`src/rtl/mem_load_bridge_if.sv`:
```
// Bus bundle between the memory-load driver, the bridge and the single-port memory.
// The bridge takes the slave view; the driver/memory side takes the master view.
interface mem_load_bridge_if #(
  parameter int ADDR_W = 10
);
  logic              mem_en;
  logic              mem_rd_wr;
  logic [31:0]       mem_add;
  logic [31:0]       mem_data;
  logic              core_hold;
  logic              imem_en;
  logic              imem_we;
  logic [ADDR_W-1:0] imem_addr;
  logic [31:0]       imem_wdata;
  logic [31:0]       imem_rdata;
  logic              rd_valid;
  logic [31:0]       rd_data;
  logic              fifo_full;
  logic              idle;
  logic              err_ovf;
  logic              err_align;

  modport master (
    output mem_en, mem_rd_wr, mem_add, mem_data, core_hold, imem_rdata,
    input  imem_en, imem_we, imem_addr, imem_wdata, rd_valid, rd_data,
           fifo_full, idle, err_ovf, err_align
  );

  modport slave (
    input  mem_en, mem_rd_wr, mem_add, mem_data, core_hold, imem_rdata,
    output imem_en, imem_we, imem_addr, imem_wdata, rd_valid, rd_data,
           fifo_full, idle, err_ovf, err_align
  );
endinterface

```
`src/rtl/mem_load_bridge.sv`:
```
// Bridges the memory-load bus onto the shared instruction/data memory: buffered writes,
// one-deep pending read, all memory traffic yields to the core while core_hold is high.
module mem_load_bridge #(
  parameter int FIFO_DEPTH = 4,
  parameter int ADDR_W     = 10
) (
  input logic              clock,
  input logic              reset_n,
  mem_load_bridge_if.slave bus
);
  localparam int PTR_W = $clog2(FIFO_DEPTH);
  localparam int CNT_W = PTR_W + 1;

  typedef enum logic [1:0] {S_IDLE, S_WRITE, S_READ_REQ, S_READ_WAIT} state_t;

  state_t            state;
  logic [ADDR_W-1:0] fifo_addr [FIFO_DEPTH];
  logic [31:0]       fifo_data [FIFO_DEPTH];
  logic [PTR_W-1:0]  wr_ptr;
  logic [PTR_W-1:0]  rd_ptr;
  logic [CNT_W-1:0]  count;
  logic              rd_pending;
  logic [ADDR_W-1:0] rd_addr;
  logic              err_ovf_q;
  logic              err_align_q;

  logic [ADDR_W-1:0] word_addr;
  logic              misaligned;
  logic              fifo_empty;
  logic              full;
  logic              pop;
  logic              wr_req;
  logic              rd_req;
  logic              push;
  logic              unused_addr_bits;

  assign word_addr        = bus.mem_add[ADDR_W+1:2];
  assign unused_addr_bits = &{1'b0, bus.mem_add[31:ADDR_W+2]};
  assign misaligned       = bus.mem_en && (bus.mem_add[1:0] != 2'b00);
  assign fifo_empty       = (count == '0);
  assign full             = (count == CNT_W'(FIFO_DEPTH));
  // The head leaves the FIFO on the same edge the FSM enters (or stays in) WRITE.
  assign pop    = ((state == S_IDLE) || (state == S_WRITE)) && !bus.core_hold && !fifo_empty;
  assign wr_req = bus.mem_en && bus.mem_rd_wr && !misaligned;
  assign rd_req = bus.mem_en && !bus.mem_rd_wr && !misaligned;
  assign push   = wr_req && (!full || pop);

  assign bus.fifo_full = full;
  assign bus.idle      = fifo_empty && !rd_pending && (state == S_IDLE);
  assign bus.err_ovf   = err_ovf_q;
  assign bus.err_align = err_align_q;

  always_ff @(posedge clock) begin
    if (push) begin
      fifo_addr[wr_ptr] <= word_addr;
      fifo_data[wr_ptr] <= bus.mem_data;
    end
  end

  always_ff @(posedge clock or negedge reset_n) begin
    if (!reset_n) begin
      wr_ptr      <= '0;
      rd_ptr      <= '0;
      count       <= '0;
      rd_pending  <= 1'b0;
      rd_addr     <= '0;
      err_ovf_q   <= 1'b0;
      err_align_q <= 1'b0;
    end else begin
      if (push) wr_ptr <= wr_ptr + PTR_W'(1);
      if (pop)  rd_ptr <= rd_ptr + PTR_W'(1);
      count <= count + CNT_W'(push) - CNT_W'(pop);
      if (state == S_READ_WAIT) rd_pending <= 1'b0;
      if (rd_req && !rd_pending) begin
        rd_pending <= 1'b1;
        rd_addr    <= word_addr;
      end
      if ((wr_req && !push) || (rd_req && rd_pending)) err_ovf_q <= 1'b1;
      if (misaligned) err_align_q <= 1'b1;
    end
  end

  // imem_* are registered together with the state, so they are valid for the whole state.
  always_ff @(posedge clock or negedge reset_n) begin
    if (!reset_n) begin
      state          <= S_IDLE;
      bus.imem_en    <= 1'b0;
      bus.imem_we    <= 1'b0;
      bus.imem_addr  <= '0;
      bus.imem_wdata <= '0;
      bus.rd_valid   <= 1'b0;
      bus.rd_data    <= '0;
    end else begin
      bus.rd_valid <= 1'b0;
      case (state)
        S_IDLE, S_WRITE: begin
          if (pop) begin
            state          <= S_WRITE;
            bus.imem_en    <= 1'b1;
            bus.imem_we    <= 1'b1;
            bus.imem_addr  <= fifo_addr[rd_ptr];
            bus.imem_wdata <= fifo_data[rd_ptr];
          end else if (!bus.core_hold && rd_pending) begin
            state         <= S_READ_REQ;
            bus.imem_en   <= 1'b1;
            bus.imem_we   <= 1'b0;
            bus.imem_addr <= rd_addr;
          end else begin
            state       <= S_IDLE;
            bus.imem_en <= 1'b0;
            bus.imem_we <= 1'b0;
          end
        end
        S_READ_REQ: begin
          state       <= S_READ_WAIT;
          bus.imem_en <= 1'b0;
          bus.imem_we <= 1'b0;
        end
        S_READ_WAIT: begin
          state        <= S_IDLE;
          bus.rd_data  <= bus.imem_rdata;
          bus.rd_valid <= 1'b1;
        end
        default: begin
          state       <= S_IDLE;
          bus.imem_en <= 1'b0;
          bus.imem_we <= 1'b0;
        end
      endcase
    end
  end
endmodule
```
`src/flat_wrapper.sv`:
```
// flat-port wrapper written by rule: the top's interface ports become plain ports
module mem_load_bridge_flat 
#(
  parameter int FIFO_DEPTH = 4,
  parameter int ADDR_W     = 10
)
  (clock, reset_n, bus_mem_en, bus_mem_rd_wr, bus_mem_add, bus_mem_data, bus_core_hold, bus_imem_rdata, bus_imem_en, bus_imem_we, bus_imem_addr, bus_imem_wdata, bus_rd_valid, bus_rd_data, bus_fifo_full, bus_idle, bus_err_ovf, bus_err_align);
  mem_load_bridge_if #(.ADDR_W(ADDR_W)) bus_i ();
  input logic clock;
  input logic reset_n;
  input wire logic [$bits(bus_i.mem_en)-1:0] bus_mem_en;
  input wire logic [$bits(bus_i.mem_rd_wr)-1:0] bus_mem_rd_wr;
  input wire logic [$bits(bus_i.mem_add)-1:0] bus_mem_add;
  input wire logic [$bits(bus_i.mem_data)-1:0] bus_mem_data;
  input wire logic [$bits(bus_i.core_hold)-1:0] bus_core_hold;
  input wire logic [$bits(bus_i.imem_rdata)-1:0] bus_imem_rdata;
  output wire logic [$bits(bus_i.imem_en)-1:0] bus_imem_en;
  output wire logic [$bits(bus_i.imem_we)-1:0] bus_imem_we;
  output wire logic [$bits(bus_i.imem_addr)-1:0] bus_imem_addr;
  output wire logic [$bits(bus_i.imem_wdata)-1:0] bus_imem_wdata;
  output wire logic [$bits(bus_i.rd_valid)-1:0] bus_rd_valid;
  output wire logic [$bits(bus_i.rd_data)-1:0] bus_rd_data;
  output wire logic [$bits(bus_i.fifo_full)-1:0] bus_fifo_full;
  output wire logic [$bits(bus_i.idle)-1:0] bus_idle;
  output wire logic [$bits(bus_i.err_ovf)-1:0] bus_err_ovf;
  output wire logic [$bits(bus_i.err_align)-1:0] bus_err_align;
  assign bus_i.mem_en = bus_mem_en;
  assign bus_i.mem_rd_wr = bus_mem_rd_wr;
  assign bus_i.mem_add = bus_mem_add;
  assign bus_i.mem_data = bus_mem_data;
  assign bus_i.core_hold = bus_core_hold;
  assign bus_i.imem_rdata = bus_imem_rdata;
  assign bus_imem_en = bus_i.imem_en;
  assign bus_imem_we = bus_i.imem_we;
  assign bus_imem_addr = bus_i.imem_addr;
  assign bus_imem_wdata = bus_i.imem_wdata;
  assign bus_rd_valid = bus_i.rd_valid;
  assign bus_rd_data = bus_i.rd_data;
  assign bus_fifo_full = bus_i.fifo_full;
  assign bus_idle = bus_i.idle;
  assign bus_err_ovf = bus_i.err_ovf;
  assign bus_err_align = bus_i.err_align;
  mem_load_bridge #(.FIFO_DEPTH(FIFO_DEPTH), .ADDR_W(ADDR_W)) u_core (.clock(clock), .reset_n(reset_n), .bus(bus_i));
endmodule
```
`config.mk`:
```
export PLATFORM = sky130hd
export DESIGN_NAME = mem_load_bridge_flat
export DESIGN_NICKNAME = d
export VERILOG_FILES = /design/src/rtl/mem_load_bridge_if.sv /design/src/rtl/mem_load_bridge.sv /design/src/flat_wrapper.sv
export SDC_FILE = /design/constraint.sdc
export NUM_CORES = 1
export LEC_CHECK = 0
export BUFFER_PORTS_ARGS = -buffer_cell sky130_fd_sc_hd__buf_2
export CAP_MARGIN = 40
export CORE_ASPECT_RATIO = 0.6
export CORE_UTILIZATION = 40
export DETAILED_ROUTE_END_ITERATION = 12
export PLACE_DENSITY = 0.68
export SYNTH_ARGS = -nofsm -noshare
export SYNTH_HDL_FRONTEND = slang
export SYNTH_SLANG_ARGS = --single-unit
```
`constraint.sdc`:
```
create_clock -name clock -period 3 [get_ports clock]
set_input_delay 0.3 -clock clock [delete_from_list [all_inputs] [get_ports clock]]
set_output_delay 0.3 -clock clock [all_outputs]
set_load 0.01 [all_outputs]
```
* Word level (Yosys, flattened, before mapping) *
Memories as Yosys holds them, arrays and structs flattened. A register that Yosys moved wholly into a read port is not among the register bits.
Cells that the tools add are included.

storage, ports and cells
  word-level logic and storage cells = 72
  flip-flop bits (word level) = 67
  output and inout bits = 81
  RAM bits = 168
  memories = 2
  input port bits = 101

cells by class
  equality and inequality tests = 4
  add/subtract/negate cells = 4
  mux-type cells = 15
  reduce and logical (&&, ||, !) cells = 34

memories
  memory            words  bits a word  rd ports  clocked after Yosys merged registers in  write ports  RTL line               RTL
  u_core.fifo_data  4      32           1         1                                        1            mem_load_bridge.sv:18  logic [31:0] fifo_data [FIFO_DEPTH];
  u_core.fifo_addr  4      10           1         0                                        1            mem_load_bridge.sv:17  logic [ADDR_W-1:0] fifo_addr [FIFO_DEPTH];

operators with widths
  kind                                                                    count
  10-bit two-way mux                                                      2
  1-bit logical AND                                                       14
  1-bit zero test                                                         8
  1-bit two-way mux                                                       8
  2-bit nonzero test                                                      4
  2-bit case mux with 3 select lines                                      1
  2-bit by 1-bit adder with 2-bit output (second input constant)          2
  2-bit equality test (second input constant)                             2
  2-bit two-way mux                                                       2
  1-bit case mux with 2 select lines                                      2
  2-bit AND reduction                                                     2
  3-bit by 1-bit adder with 3-bit output                                  1
  3-bit equality test (second input constant)                             1
  3-bit zero test                                                         1
  1-bit logical OR                                                        3
  3-bit by 1-bit subtractor with 3-bit output                             1
  2-bit by 1-bit equality test with 1-bit output (second input constant)  1
  2-bit zero test                                                         1
  2-bit OR reduction                                                      1

* Depth between registers and ports, before layout *
  depth after elaboration = 9
  depth in mapped cells = 9
  depth with buffers taken out = 7

* Least setup slack after synthesis *
Ideal clock, no wire load.

  path kind = reg-to-reg
  from = register u_core.state[1]
  to = memory u_core.fifo_addr[0][0], enable pin
  path slack = 464 ps
  path buffers = 0
  period minus slack after synthesis = 2536 ps
  arrival time = 2132 ps
  stages on the path, launching flop included = 4
  cell sequence = dfrtp_1 > or2_2 > a21oi_1 > and2_1

between the ends
  word-level cells in the longest chain between the ends = 8
  elaborated cells between the ends (all ways) = 9
  classes of those cells = eq/ne (1); mux (2); reduce/logical (6)

ends and longest elaborated chain
  what                                                                               RTL line                RTL
  start: declaration                                                                 mem_load_bridge.sv:16   state_t state;
  start signal: assignment                                                           mem_load_bridge.sv:86   state <= S_IDLE;
  start signal: assignment                                                           mem_load_bridge.sv:98   state <= S_WRITE;
  start signal: assignment                                                           mem_load_bridge.sv:104  state <= S_READ_REQ;
  2-bit by 1-bit equality test with 1-bit output or 2-bit zero test (tied branches)  mem_load_bridge.sv:43   assign pop = ((state == S_IDLE) || (state == S_WRITE)) && !bus.core_hold && !fifo_empty;
  1-bit logical OR *                                                                 mem_load_bridge.sv:43
  1-bit logical AND * (2 in a row)                                                   mem_load_bridge.sv:43
  1-bit logical OR *                                                                 mem_load_bridge.sv:46   assign push = wr_req && (!full || pop);
  1-bit logical AND *                                                                mem_load_bridge.sv:46
  via u_core.push                                                                    mem_load_bridge.sv:34   logic push;
  1-bit two-way mux *                                                                mem_load_bridge.sv:54   if (push) begin
  1-bit two-way mux (not written as such) *                                          mem_load_bridge.sv:55   fifo_addr[wr_ptr] <= word_addr;
  end: declaration                                                                   mem_load_bridge.sv:17

Mark *: on every way through the listed nets, which the timed path passes. The rest lies on a longest branch.

* Worst setup path in the final report *
  from = register u_core.state[1]
  to = memory u_core.fifo_data[3][7], enable pin

between the ends
  word-level cells in the longest chain between the ends = 8
  elaborated cells between the ends (all ways) = 9
  classes of those cells = eq/ne (1); mux (2); reduce/logical (6)

ends and longest elaborated chain
  what                                                                               RTL line               RTL
  2-bit by 1-bit equality test with 1-bit output or 2-bit zero test (tied branches)  mem_load_bridge.sv:43
  1-bit logical OR *                                                                 mem_load_bridge.sv:43
  1-bit logical AND * (2 in a row)                                                   mem_load_bridge.sv:43
  1-bit logical OR *                                                                 mem_load_bridge.sv:46
  1-bit logical AND *                                                                mem_load_bridge.sv:46
  via u_core.push                                                                    mem_load_bridge.sv:34
  1-bit two-way mux *                                                                mem_load_bridge.sv:54
  1-bit two-way mux (not written as such) *                                          mem_load_bridge.sv:56  fifo_data[wr_ptr] <= bus.mem_data;
  end: declaration                                                                   mem_load_bridge.sv:18

Marked as above.

==> flow_metrics.env <==
export IMPL_drt_pass1_iterations=6
export IMPL_skew_ns=0.01140
export IMPL_syn2layout_area_growth_pct=21.01
export IMPL_combinational_family_with_the_most_area_after_synthesis="multiplexers"
export IMPL_timing_setup_critical_path_class="register to register"
export IMPL_period_needed_ns=2.246
export IMPL_fp_dieH_um=125.0
export IMPL_floorplan_rows=44
export IMPL_setup_violations=0
export IMPL_crit_arrival_ns=2.40
export IMPL_final_hold_viol_count=0
export IMPL_routabilityCongestion=0.7748
export IMPL_path_max_fanout=25
export IMPL_drtAntennaViolNets=0
export IMPL_cts_repair_timing_setup_buffer_count=0
export IMPL_synth_area_in_compound_gates=0.009545
export IMPL_synth_cell_area_mm2=0.01009
export IMPL_timing_critical_path_required_ns=3.15
export IMPL_initial_core_util=0.4129
export IMPL_detail_route_wl_per_cell_um=19.73
export IMPL_synth_distinct_cells=32
export IMPL_crit_path_cell_trace="or2_2, a21oi_1, and2_2, buf_4"
export IMPL_part_of_the_yosys_area_used_for_sequential_elements=0.7453
export IMPL_power_static_leakage_nw=4.783
export IMPL_post_synth_xor_area_fraction=0.004339
export IMPL_synth_main_ff_cell="sky130_fd_sc_hd__edfxtp_1"
export IMPL_cp_end_kind="register"
export IMPL_synth_nets=595
export IMPL_first_global_vias=5582
export IMPL_htree_levels=1
export IMPL_avgViaCountPerCell=4.975
export IMPL_synth_common_cells="sky130_fd_sc_hd__edfxtp_1 (168), sky130_fd_sc_hd__dfrtp_1 (99), sky130_fd_sc_hd__mux2_2 (47), sky130_fd_sc_hd__mux4_2 (42), sky130_fd_sc_hd__mux2_4 (28)"
export IMPL_vdd_drop_max_mv=0.4378
export IMPL_final_net_count=792
export IMPL_critical_path_slowest_cell="sky130_fd_sc_hd__a21oi_1"
export IMPL_post_cts_resized=0
export IMPL_dominant_delay_contributor_by_cell_family_on_the_critical_path="simple AND/OR/NAND/NOR gates"
export IMPL_cts_max_path_buffers=3
export IMPL_adder_cell_area_share_of_the_yosys_netlist=0.008181
export IMPL_post_route_period_util=0.7488
export IMPL_first_pass_grt_wire_length_mm=31.92
export IMPL_number_of_enable_type_register_cells_in_the_synthesized_netlist=168
export IMPL_worstPathBufferInverterCount=1
export IMPL_design_core_area_mm2=0.02444
export IMPL_diodes=0
export IMPL_unrepaired_setup_endpoints_after_global_routing="no"
export IMPL_total_power_w=0.01138
export IMPL_yosysTopAreaCell="sky130_fd_sc_hd__edfxtp_1"
export IMPL_synth_async_reset_ratio=0.3708
export IMPL_ys_seq_elements=267
export IMPL_overall_routing_resource_usage=0.1602
export IMPL_fmax_mhz=445.2
export IMPL_worst_skew_pair_late_latency_ns=0.50
export IMPL_route_detailed_drc=0
export IMPL_postLayoutSetupSlackWorst_ns=0.7537
export IMPL_power_per_cell_area_mw_per_mm2=931.3
export IMPL_synth_most_common_cell="sky130_fd_sc_hd__edfxtp_1"
export IMPL_headroom_to_the_max_slew_limit=0.4406
export IMPL_timing_setup_tns_ns=0
export IMPL_cts_clk_slew_worst_paths_ns=0.06
export IMPL_drive_gt1_frac=0.4765
export IMPL_synth_mux_area_fraction=0.1977
export IMPL_timing_worst_slew_pin_value_ns=0.8391
export IMPL_cts_inserted_buffers=25
export IMPL_run_status="finished, final reports clean"
export IMPL_chipWidth_um=207.1
export IMPL_cts_tree="yes"
export IMPL_synth_area_leaders="sky130_fd_sc_hd__edfxtp_1 (50%), sky130_fd_sc_hd__dfrtp_1 (25%), sky130_fd_sc_hd__mux4_2 (9.4%), sky130_fd_sc_hd__mux2_2 (5.2%), sky130_fd_sc_hd__mux2_4 (4.2%)"
export IMPL_antenna_found_initial=0
export IMPL_buffer_ports_inserted=161
export IMPL_synth_simple_gate_area_share=0.01959
export IMPL_root_cell_of_the_clock_tree="sky130_fd_sc_hd__clkbuf_16"
export IMPL_hold_path_class="input pin to register"
export IMPL_globalRoute_totalOverflow=0
export IMPL_initialDrtViolationCount=227
export IMPL_synth_cells=488
export IMPL_total_die_area_mm2=0.02589
export IMPL_pin_count=182
export IMPL_synthesis_area_per_instance_um2=20.68
export IMPL_hpwl_mm=12.88
export IMPL_dpl_worst_slack_ns=0.7769
export IMPL_setup_worst_path_start_class="register"
export IMPL_max_cap_violations=0
export IMPL_timing_max_transition_violations_final=0
export IMPL_tritoncts_num_sinks=267
export IMPL_crit_path_max_incr_delay_ns=0.48
export IMPL_finalWirelength_mm=20.23
export IMPL_synth_top_cell_area_share=0.4998
export IMPL_maximum_number_of_pins_on_one_net_before_global_route_repair=66
export IMPL_yosysWarnings=0
export IMPL_post_cts_hold_buffer_count=13
export IMPL_detailroute_via_count=5099
==> placed cells by master (no fill, tap or decap), types with 2 or more instances in the layout <==
master | synthesis | layout
sky130_fd_sc_hd__edfxtp_1 | 168 | 168
sky130_fd_sc_hd__buf_2 | 10 | 160
sky130_fd_sc_hd__dfrtp_1 | 99 | 97
sky130_fd_sc_hd__mux2_2 | 47 | 47
sky130_fd_sc_hd__mux4_2 | 42 | 42
sky130_fd_sc_hd__mux2_4 | 28 | 28
sky130_fd_sc_hd__clkbuf_16 | 0 | 25
sky130_fd_sc_hd__dlygate4sd3_1 | 0 | 17
sky130_fd_sc_hd__buf_4 | 0 | 17
sky130_fd_sc_hd__o21ai_0 | 14 | 14
sky130_fd_sc_hd__nand3_1 | 12 | 12
sky130_fd_sc_hd__clkbuf_1 | 11 | 11
sky130_fd_sc_hd__mux2i_1 | 10 | 10
sky130_fd_sc_hd__nand2_1 | 5 | 5
sky130_fd_sc_hd__inv_1 | 5 | 5
sky130_fd_sc_hd__ha_1 | 5 | 5
sky130_fd_sc_hd__xnor2_1 | 4 | 4
sky130_fd_sc_hd__and2_2 | 0 | 4
sky130_fd_sc_hd__clkinv_2 | 0 | 4
sky130_fd_sc_hd__nand2b_1 | 3 | 3
sky130_fd_sc_hd__clkinv_1 | 0 | 3
sky130_fd_sc_hd__nor2_1 | 2 | 2
sky130_fd_sc_hd__clkbuf_8 | 0 | 2
==> final timing paths <==
check	start	end	slack, ns	cells past startpoint
setup reg to reg	u_core.state[1]$_DFF_PN0_	u_core.fifo_data[3][7]$_DFFE_PP_	0.75	4
setup / recovery	u_core.state[1]$_DFF_PN0_	u_core.fifo_data[3][7]$_DFFE_PP_	0.75	4
hold / removal	bus_mem_data[2]	u_core.fifo_data[0][2]$_DFFE_PP_	0.02	1
hold reg to reg	u_core.bus.imem_we$_DFFE_PN0P_	u_core.bus.imem_we$_DFFE_PN0P_	0.47	1
max in group asynchronous	reset_n	u_core.bus.imem_wdata[1]$_DFFE_PN0P_	1.64	3
min in group asynchronous	reset_n	u_core.bus.imem_wdata[31]$_DFFE_PN0P_	0.42	2
==> state kept, by name (all words and copies together), names as in the netlist <==
signal,flops
u_core.fifo_addr,40
u_core.bus.imem_we,1
u_core.bus.imem_wdata,32
u_core.bus.err_align,1
u_core.rd_ptr,2
u_core.bus.imem_en,1
u_core.bus.rd_valid,1
u_core.state,2
u_core.rd_addr,10
u_core.bus.rd_data,32
u_core.bus.err_ovf,1
u_core.wr_ptr,2
u_core.fifo_data,128
u_core.bus.imem_addr,10
u_core.count,3
u_core.rd_pending,1
==> power by group <==
| group | switching, W | leakage [nW] | internal [W] |
|---|---|---|---|
| registers | 0.000545 | 2.68 | 0.00467 |
| logic | 0.00145 | 1.75 | 0.00185 |
| clock network | 0.00127 | 0.356 | 0.00159 |
| total | 0.00326 | 4.78 | 0.00811 |
==> area by class of cell <==
cell class / count / area, µm²
Timing Repair Buffer: 195 / 1119
Clock buffer: 38 / 694.4
Multi-Input combinational cell: 191 / 2421
Inverter: 5 / 18.77
Clock inverter: 7 / 31.28
Tap cell: 322 / 402.9
Sequential cell: 267 / 7527
Fill cell: 2008 / 12230
==> metal layers <==
metal	track usage	wire, µm
met3	0.03266	928
met2	0.2625	9836
met1	0.2230	9124
met4	0.03468	337
met5	0	0
==> worst reg2reg max path, stage by stage (launching register included) <==
cell                      delay [ns]
sky130_fd_sc_hd__dfrtp_1        0.42
sky130_fd_sc_hd__or2_2          0.34
sky130_fd_sc_hd__a21oi_1        0.48
sky130_fd_sc_hd__and2_2         0.26
sky130_fd_sc_hd__buf_4          0.38
==> logic make-up (layout without fill, tap and decap cells) <==
| logic type | count (synthesis) | count (layout) |
|---|---|---|
| DFF | 267 | 267 |
| AOI/OAI and AO/OA | 18 | 18 |
| adders and majority gates | 6 | 6 |
| muxes | 127 | 127 |
| xor gates and xnor gates | 5 | 5 |
| buffers and inverters | 30 | 245 |
| and+or+nand+nor | 35 | 35 |
==> metrics by stage <==
stage                     utilization  hold WS, ns  cell area, µm²  cells
after global routing           0.4997     0.002023           12210   1025
after detailed placement       0.4630       0.4392           11320    963
after floorplan                     -     0.004409           10090    488
after CTS                      0.4981     0.001227           12170   1021
after global placement         0.4622       0.4076           11300    962
final                          0.4997      0.01960           12210   1025
No activity file was read; power rests on OpenSTA's default activity.
